`src/rtl/lsu_pkg.sv`:
```
// Load/store unit shared types.
// funct3 codes, FSM states, fault causes and request decode helpers.
package lsu_pkg;

    localparam logic [2:0] F3_B  = 3'b000;
    localparam logic [2:0] F3_H  = 3'b001;
    localparam logic [2:0] F3_W  = 3'b010;
    localparam logic [2:0] F3_BU = 3'b100;
    localparam logic [2:0] F3_HU = 3'b101;

    typedef enum logic [1:0] {
        IDLE,
        REQ,
        DONE
    } state_t;

    typedef enum logic [1:0] {
        FC_NONE,
        FC_MISALIGN,
        FC_ILLEGAL,
        FC_TIMEOUT
    } fault_cause_t;

    // Stores only have signed-width codes; loads add the unsigned ones.
    function automatic logic f3_illegal(
        input logic       we,
        input logic [2:0] f3
    );
        logic ok;
        ok = (f3 == F3_B) || (f3 == F3_H) || (f3 == F3_W);
        if (!we) begin
            ok = ok || (f3 == F3_BU) || (f3 == F3_HU);
        end
        return !ok;
    endfunction

    function automatic logic f3_misaligned(
        input logic [2:0] f3,
        input logic [1:0] off
    );
        logic half;
        half = (f3 == F3_H) || (f3 == F3_HU);
        return (half && off[0]) || ((f3 == F3_W) && (off != 2'b00));
    endfunction

endpackage

```
`src/rtl/load_align.sv`:
```
// Load data alignment.
// Picks the addressed byte/half of the read word and extends it.
module load_align
    import lsu_pkg::*;
(
    input  logic [31:0] mem_rdata,
    input  logic [1:0]  offset,
    input  logic [2:0]  funct3,
    output logic [31:0] result
);

    logic [7:0]  lane_b;
    logic [15:0] lane_h;

    // Lane select followed by sign or zero extension
    always_comb begin
        lane_b = mem_rdata[7:0];
        lane_h = mem_rdata[15:0];
        result = mem_rdata;
        unique case (offset)
            2'd0: lane_b = mem_rdata[7:0];
            2'd1: lane_b = mem_rdata[15:8];
            2'd2: lane_b = mem_rdata[23:16];
            default: lane_b = mem_rdata[31:24];
        endcase
        if (offset[1]) begin
            lane_h = mem_rdata[31:16];
        end
        unique case (funct3)
            F3_B:    result = {{24{lane_b[7]}}, lane_b};
            F3_BU:   result = {24'h0, lane_b};
            F3_H:    result = {{16{lane_h[15]}}, lane_h};
            F3_HU:   result = {16'h0, lane_h};
            default: result = mem_rdata;
        endcase
    end

endmodule

```
`src/rtl/load_store_unit.sv`:
```
// Load/store unit: one memory access per request.
// Handles lane alignment, extension and fault reporting.
module load_store_unit
    import lsu_pkg::*;
#(
    parameter int ADDR_WIDTH     = 32,
    parameter int TIMEOUT_CYCLES = 16
) (
    input  logic                  clk,
    input  logic                  rst_n,
    input  logic                  start,
    input  logic                  mem_write,
    input  logic [2:0]            DATAMEMControl,
    input  logic [ADDR_WIDTH-1:0] addr,
    input  logic [31:0]           wdata,
    output logic                  busy,
    output logic                  done,
    output logic                  fault,
    output logic [1:0]            fault_cause,
    output logic [31:0]           rdata,
    output logic                  mem_req,
    output logic                  mem_we,
    output logic [ADDR_WIDTH-1:0] mem_addr,
    output logic [3:0]            mem_be,
    output logic [31:0]           mem_wdata,
    input  logic                  mem_ready,
    input  logic [31:0]           mem_rdata
);

    localparam logic [7:0] TO_LIMIT = 8'(TIMEOUT_CYCLES);

    state_t                state;
    state_t                state_nxt;
    logic [7:0]            cnt;
    logic                  we_q;
    logic [2:0]            f3_q;
    logic [ADDR_WIDTH-1:0] addr_q;
    logic [31:0]           wdata_q;
    logic                  fault_q;
    fault_cause_t          cause_q;
    logic [31:0]           load_val;
    logic                  req_ill;
    logic                  req_mis;
    logic                  timeout;

    load_align u_align (
        .mem_rdata (mem_rdata),
        .offset    (addr_q[1:0]),
        .funct3    (f3_q),
        .result    (load_val)
    );

    // Request checks on the live inputs, and the wait-state limit
    always_comb begin
        req_ill = f3_illegal(mem_write, DATAMEMControl);
        req_mis = f3_misaligned(DATAMEMControl, addr[1:0]);
        timeout = !mem_ready && ((cnt + 8'd1) == TO_LIMIT);
    end

    // State register
    always_ff @(posedge clk) begin
        if (!rst_n) begin
            state <= IDLE;
        end else begin
            state <= state_nxt;
        end
    end

    // Next state: faults found at start skip the memory phase
    always_comb begin
        state_nxt = state;
        unique case (state)
            IDLE: begin
                if (start) begin
                    state_nxt = (req_ill || req_mis) ? DONE : REQ;
                end
            end
            REQ: begin
                if (mem_ready || timeout) begin
                    state_nxt = DONE;
                end
            end
            DONE:    state_nxt = IDLE;
            default: state_nxt = IDLE;
        endcase
    end

    // Request latch, wait counter, fault status and load result
    always_ff @(posedge clk) begin
        if (!rst_n) begin
            cnt     <= 8'd0;
            we_q    <= 1'b0;
            f3_q    <= 3'b000;
            addr_q  <= '0;
            wdata_q <= 32'h0;
            fault_q <= 1'b0;
            cause_q <= FC_NONE;
            rdata   <= 32'h0;
        end else begin
            unique case (state)
                IDLE: begin
                    if (start) begin
                        we_q    <= mem_write;
                        f3_q    <= DATAMEMControl;
                        addr_q  <= addr;
                        wdata_q <= wdata;
                        cnt     <= 8'd0;
                        fault_q <= req_ill || req_mis;
                        if (req_ill) begin
                            cause_q <= FC_ILLEGAL;
                        end else if (req_mis) begin
                            cause_q <= FC_MISALIGN;
                        end else begin
                            cause_q <= FC_NONE;
                        end
                    end
                end
                REQ: begin
                    if (mem_ready) begin
                        if (!we_q) begin
                            rdata <= load_val;
                        end
                    end else begin
                        cnt <= cnt + 8'd1;
                        if (timeout) begin
                            fault_q <= 1'b1;
                            cause_q <= FC_TIMEOUT;
                        end
                    end
                end
                default: ;
            endcase
        end
    end

    // Outputs decoded from state; memory bus idles at zero
    always_comb begin
        busy        = (state != IDLE);
        done        = 1'b0;
        fault       = 1'b0;
        fault_cause = FC_NONE;
        mem_req     = 1'b0;
        mem_we      = 1'b0;
        mem_addr    = '0;
        mem_be      = 4'b0000;
        mem_wdata   = 32'h0;
        if (state == DONE) begin
            done        = 1'b1;
            fault       = fault_q;
            fault_cause = cause_q;
        end
        if (state == REQ) begin
            mem_req  = 1'b1;
            mem_we   = we_q;
            mem_addr = {addr_q[ADDR_WIDTH-1:2], 2'b00};
            if (we_q) begin
                unique case (f3_q)
                    F3_B: begin
                        mem_be    = 4'b0001 << addr_q[1:0];
                        mem_wdata = {4{wdata_q[7:0]}};
                    end
                    F3_H: begin
                        mem_be    = addr_q[1] ? 4'b1100 : 4'b0011;
                        mem_wdata = {2{wdata_q[15:0]}};
                    end
                    default: begin
                        mem_be    = 4'b1111;
                        mem_wdata = wdata_q;
                    end
                endcase
            end
        end
    end

endmodule

```
`config.mk`:
```
export PLATFORM = sky130hd
export DESIGN_NAME = load_store_unit
export DESIGN_NICKNAME = d
export VERILOG_FILES = /design/src/rtl/lsu_pkg.sv /design/src/rtl/load_align.sv /design/src/rtl/load_store_unit.sv
export SDC_FILE = /design/constraint.sdc
export NUM_CORES = 1
export LEC_CHECK = 0
export ABC_AREA = 1
export CORE_UTILIZATION = 45
export CTS_CLUSTER_SIZE = 16
export DETAILED_ROUTE_END_ITERATION = 10
export HOLD_SLACK_MARGIN = 0.1
export PLACE_DENSITY = 0.92
export SLEW_MARGIN = 20
export SYNTH_ARGS = -nofsm -noshare
export SYNTH_HDL_FRONTEND = slang
export SYNTH_SLANG_ARGS = --single-unit
```
`constraint.sdc`:
```
create_clock -name clk -period 1.6 [get_ports clk]
set_input_delay 0.16 -clock clk [delete_from_list [all_inputs] [get_ports clk]]
set_output_delay 0.16 -clock clk [all_outputs]
set_load 0.01 [all_outputs]
```
==> impl_metrics.json <==
{
  "r2r-start": "state[0]",
  "gp_congestion": 0.952,
  "critPathMaxStageDelay_ns": 0.33,
  "dp.cells": 1207,
  "fin_crit_sh_pct": 125,
  "min_period_ns": 2.00,
  "htreeDepth": 4,
  "synthCells": 825,
  "cp.arrival_ns": 1.84,
  "crit_start": "f3_q[0]",
  "diodes": 0,
  "synth_edf_count": 0,
  "drv_slew": 0,
  "drcViolationCount": 0,
  "wl_per_cell_um": 16.0,
  "synth-seq-cells": 113,
  "grt_max_degree": 79,
  "final.fill_count": 863,
  "slowest_stage": "dfxtp_2",
  "crit_fanout": 7,
  "numCtsBuffers": 17,
  "mostFrequentLayoutCell": "nor2_1",
  "fin_skew_ns": 0.00609,
  "crit_path_end": "mem_wdata[9]",
  "grt-ovfl-total": 0,
  "end_kind": "output pin",
  "final_cell_mix": "nor2_1 (151), clkdlybuf4s50_1 (134), dfxtp_1 (106)",
  "required_ns": 1.44,
  "drive_gt1_share_pct": 26.1,
  "rsz0062_at_grt": "yes",
  "critPathTopFamily": "simple AND/OR/NAND/NOR gates",
  "cts_tree": "yes",
  "synth_ff_type": "dfxtp_1",
  "dr_total_vias": 6607,
  "ant_nets": 0,
  "vias_per_cell": 5.24,
  "portBuffers": 208,
  "r2r_end": "state[1]",
  "coreArea_sq_mm": 0.0121,
  "cts_buffer_depth": 2,
  "yosysUniqueCellTypes": 37,
  "maxCapViolCount": 0,
  "max-vdd-ir-drop_v": 0.000670,
  "final_cells": 1261,
  "violations": "setup timing",
  "place_ws_ns": -0.335,
  "final-setup-viol-count": 68,
  "worstSetupStartpointType": "register",
  "io_pins": 211,
  "path_class": "reg -> out",
  "dieArea_sq_mm": 0.0128,
  "hpwlAfterDp_um": 12800,
  "path_buf_inv": 3,
  "power_density_mw_per_mm2": 1020,
  "fmax_mhz": 500,
  "synthToLayoutAreaGrowth_pct": 62.5,
  "whs_ns": 0.328,
  "start_util_pct": 46.2,
  "async_flop_share_pct": 0,
  "ys_warn_count": 0,
  "finalWorstSetupSlack_ns": -0.402,
  "synth_seq_area_share_pct": 40.6,
  "cp.depth": 10,
  "avgSynthCellArea_sq_um": 6.75,
  "die_x_um": 113,
  "drt-initial-drc-count": 548,
  "worst_hold_path_type": "in -> reg",
  "path_common_cell": "nor2_4",
  "status": "finished with violations",
  "hold_violations": 0,
  "grt_antenna_before_repair": 0,
  "syn_area_sq_mm": 0.00557,
  "fin_nets": 1187,
  "p_leak_nw": 4.03,
  "cts_num_sinks": 113,
  "wirelength_um": 20100,
  "r2r_slack_ns": -0.06,
  "clkLatencyLatePin_ns": 0.42,
  "cts_root_buf": "clkbuf_16",
  "die_h_um": 113,
  "grt_pass1_vias": 6382,
  "num_rows": 40,
  "drt_pass1_iterations": 7,
  "grtUsageTotal_pct": 30.8,
  "crit_chain": "buf_6 -> nor2_4 -> nand2_4 -> nand2_8 -> inv_12 -> nor2_4 -> nand2_1 -> o211ai_1 -> nor2_1 -> buf_2",
  "path_clk_slew_ns": 0.05,
  "reg2reg_depth": 11,
  "grt_pass1_wl_um": 31000
}
-- cell type report --
type,instances,area (sq um),share of cell area [%]
Timing Repair Buffer,286,2580,28.5
Sequential cell,113,2270,25.1
Clock inverter,13,145,1.60
Tap cell,168,210,2.32
Inverter,96,385,4.26
Multi-Input combinational cell,567,3030,33.5
Clock buffer,18,429,4.74
-- timing repair --
item | CTS | global route
hold buffers | 1 | 0
endpoints found under the hold margin | 2 | 0
buffers inserted | 13 | 8
gates resized for setup | 371 | 80
pin swaps | 27 | 42
endpoints found under the setup margin | 79 | 145
cloned | 4 | 2
-- layer usage --
metal	wire length [um]	track usage [%]
met1	7910	34.1
met2	10100	53.9
met3	1430	7.98
met4	735	16.9
met5	0	0
-- worst min-delay path by stage --
| stage | startpoint | to | slack, ns | cells after the start |
|---|---|---|---|---|
| floorplan | wdata[19] | wdata_q[19] | 0.29 | 2 |
| global placement | addr_q[22] | addr_q[22] | 0.44 | 2 |
| detailed placement | addr_q[5] | addr_q[5] | 0.44 | 2 |
| CTS | wdata[30] | wdata_q[30] | 0.32 | 3 |
| global route | wdata[23] | wdata_q[23] | 0.35 | 3 |
| finish | wdata[8] | wdata_q[8] | 0.33 | 3 |
-- metrics by stage --
step / TNS [ns] / util, % / total power (W) / area [sq um]
final: -10.06 / 75.1 / 0.00920 / 9050
after floorplan: 0 / - / 0.00415 / 5580
after detailed placement: -10.46 / 67.0 / 0.00501 / 8080
after global placement: -7.75 / 67.0 / 0.00496 / 8080
after CTS: -12.28 / 72.8 / 0.00902 / 8780
after global routing: -14.06 / 75.1 / 0.00955 / 9050
-- Yosys cell counts, types with 2 or more instances --
| cell | number | share of area, % |
|---|---|---|
| nand2_2 | 4 | 0.45 |
| inv_2 | 6 | 0.40 |
| nor2_2 | 4 | 0.45 |
| buf_6 | 3 | 0.61 |
| buf_2 | 20 | 1.8 |
| nand3b_1 | 2 | 0.27 |
| ha_1 | 2 | 0.45 |
| buf_1 | 3 | 0.20 |
| o221ai_1 | 3 | 0.47 |
| o211ai_1 | 27 | 3.6 |
| inv_1 | 88 | 5.9 |
| nand4_1 | 3 | 0.34 |
| a21oi_2 | 7 | 1.1 |
| nand2_1 | 100 | 6.7 |
| nor2_1 | 188 | 13 |
| nor2_4 | 4 | 0.81 |
| buf_4 | 2 | 0.27 |
| o21ai_1 | 10 | 0.90 |
| a21oi_1 | 76 | 6.8 |
| nand3_1 | 26 | 2.3 |
| o21ai_0 | 96 | 8.6 |
| mux2_2 | 3 | 0.61 |
| dfxtp_1 | 113 | 41 |
| clkbuf_1 | 22 | 1.5 |
-- cell families after synthesis --
logic type | count (synthesis) | synth area share [%]
AND/OR/NAND/NOR | 334 | 24.9
AO/OA/AOI/OAI | 226 | 22.5
buffers and inverters | 146 | 10.9
flip-flops | 113 | 40.6
multiplexers | 3 | 0.606
adder cells (fa/ha/maj) | 2 | 0.449
other | 1 | 0.0673
-- flip-flops by register name (all words and copies together) (netlist names) --
name     count
wdata_q     32
rdata       32
we_q         1
cnt          8
cause_q      2
f3_q         3
addr_q      32
state        2
fault_q      1
-- worst register-to-register path, delay by kind of cell, from the launching register on --
| kind | cells | cell delay (ns) |
|---|---|---|
| buf+inv | 6 | 0.72 |
| flops | 1 | 0.33 |
| simple gates | 5 | 0.48 |
-- power breakdown --
group          switching (W)  leakage (nW)  internal [W]  total (W)
clock                0.00132         0.285       0.00241    0.00373
sequential          0.000157         0.932       0.00305    0.00321
combinational        0.00122          2.81       0.00104    0.00226
(Power assumes the default switching activity.)
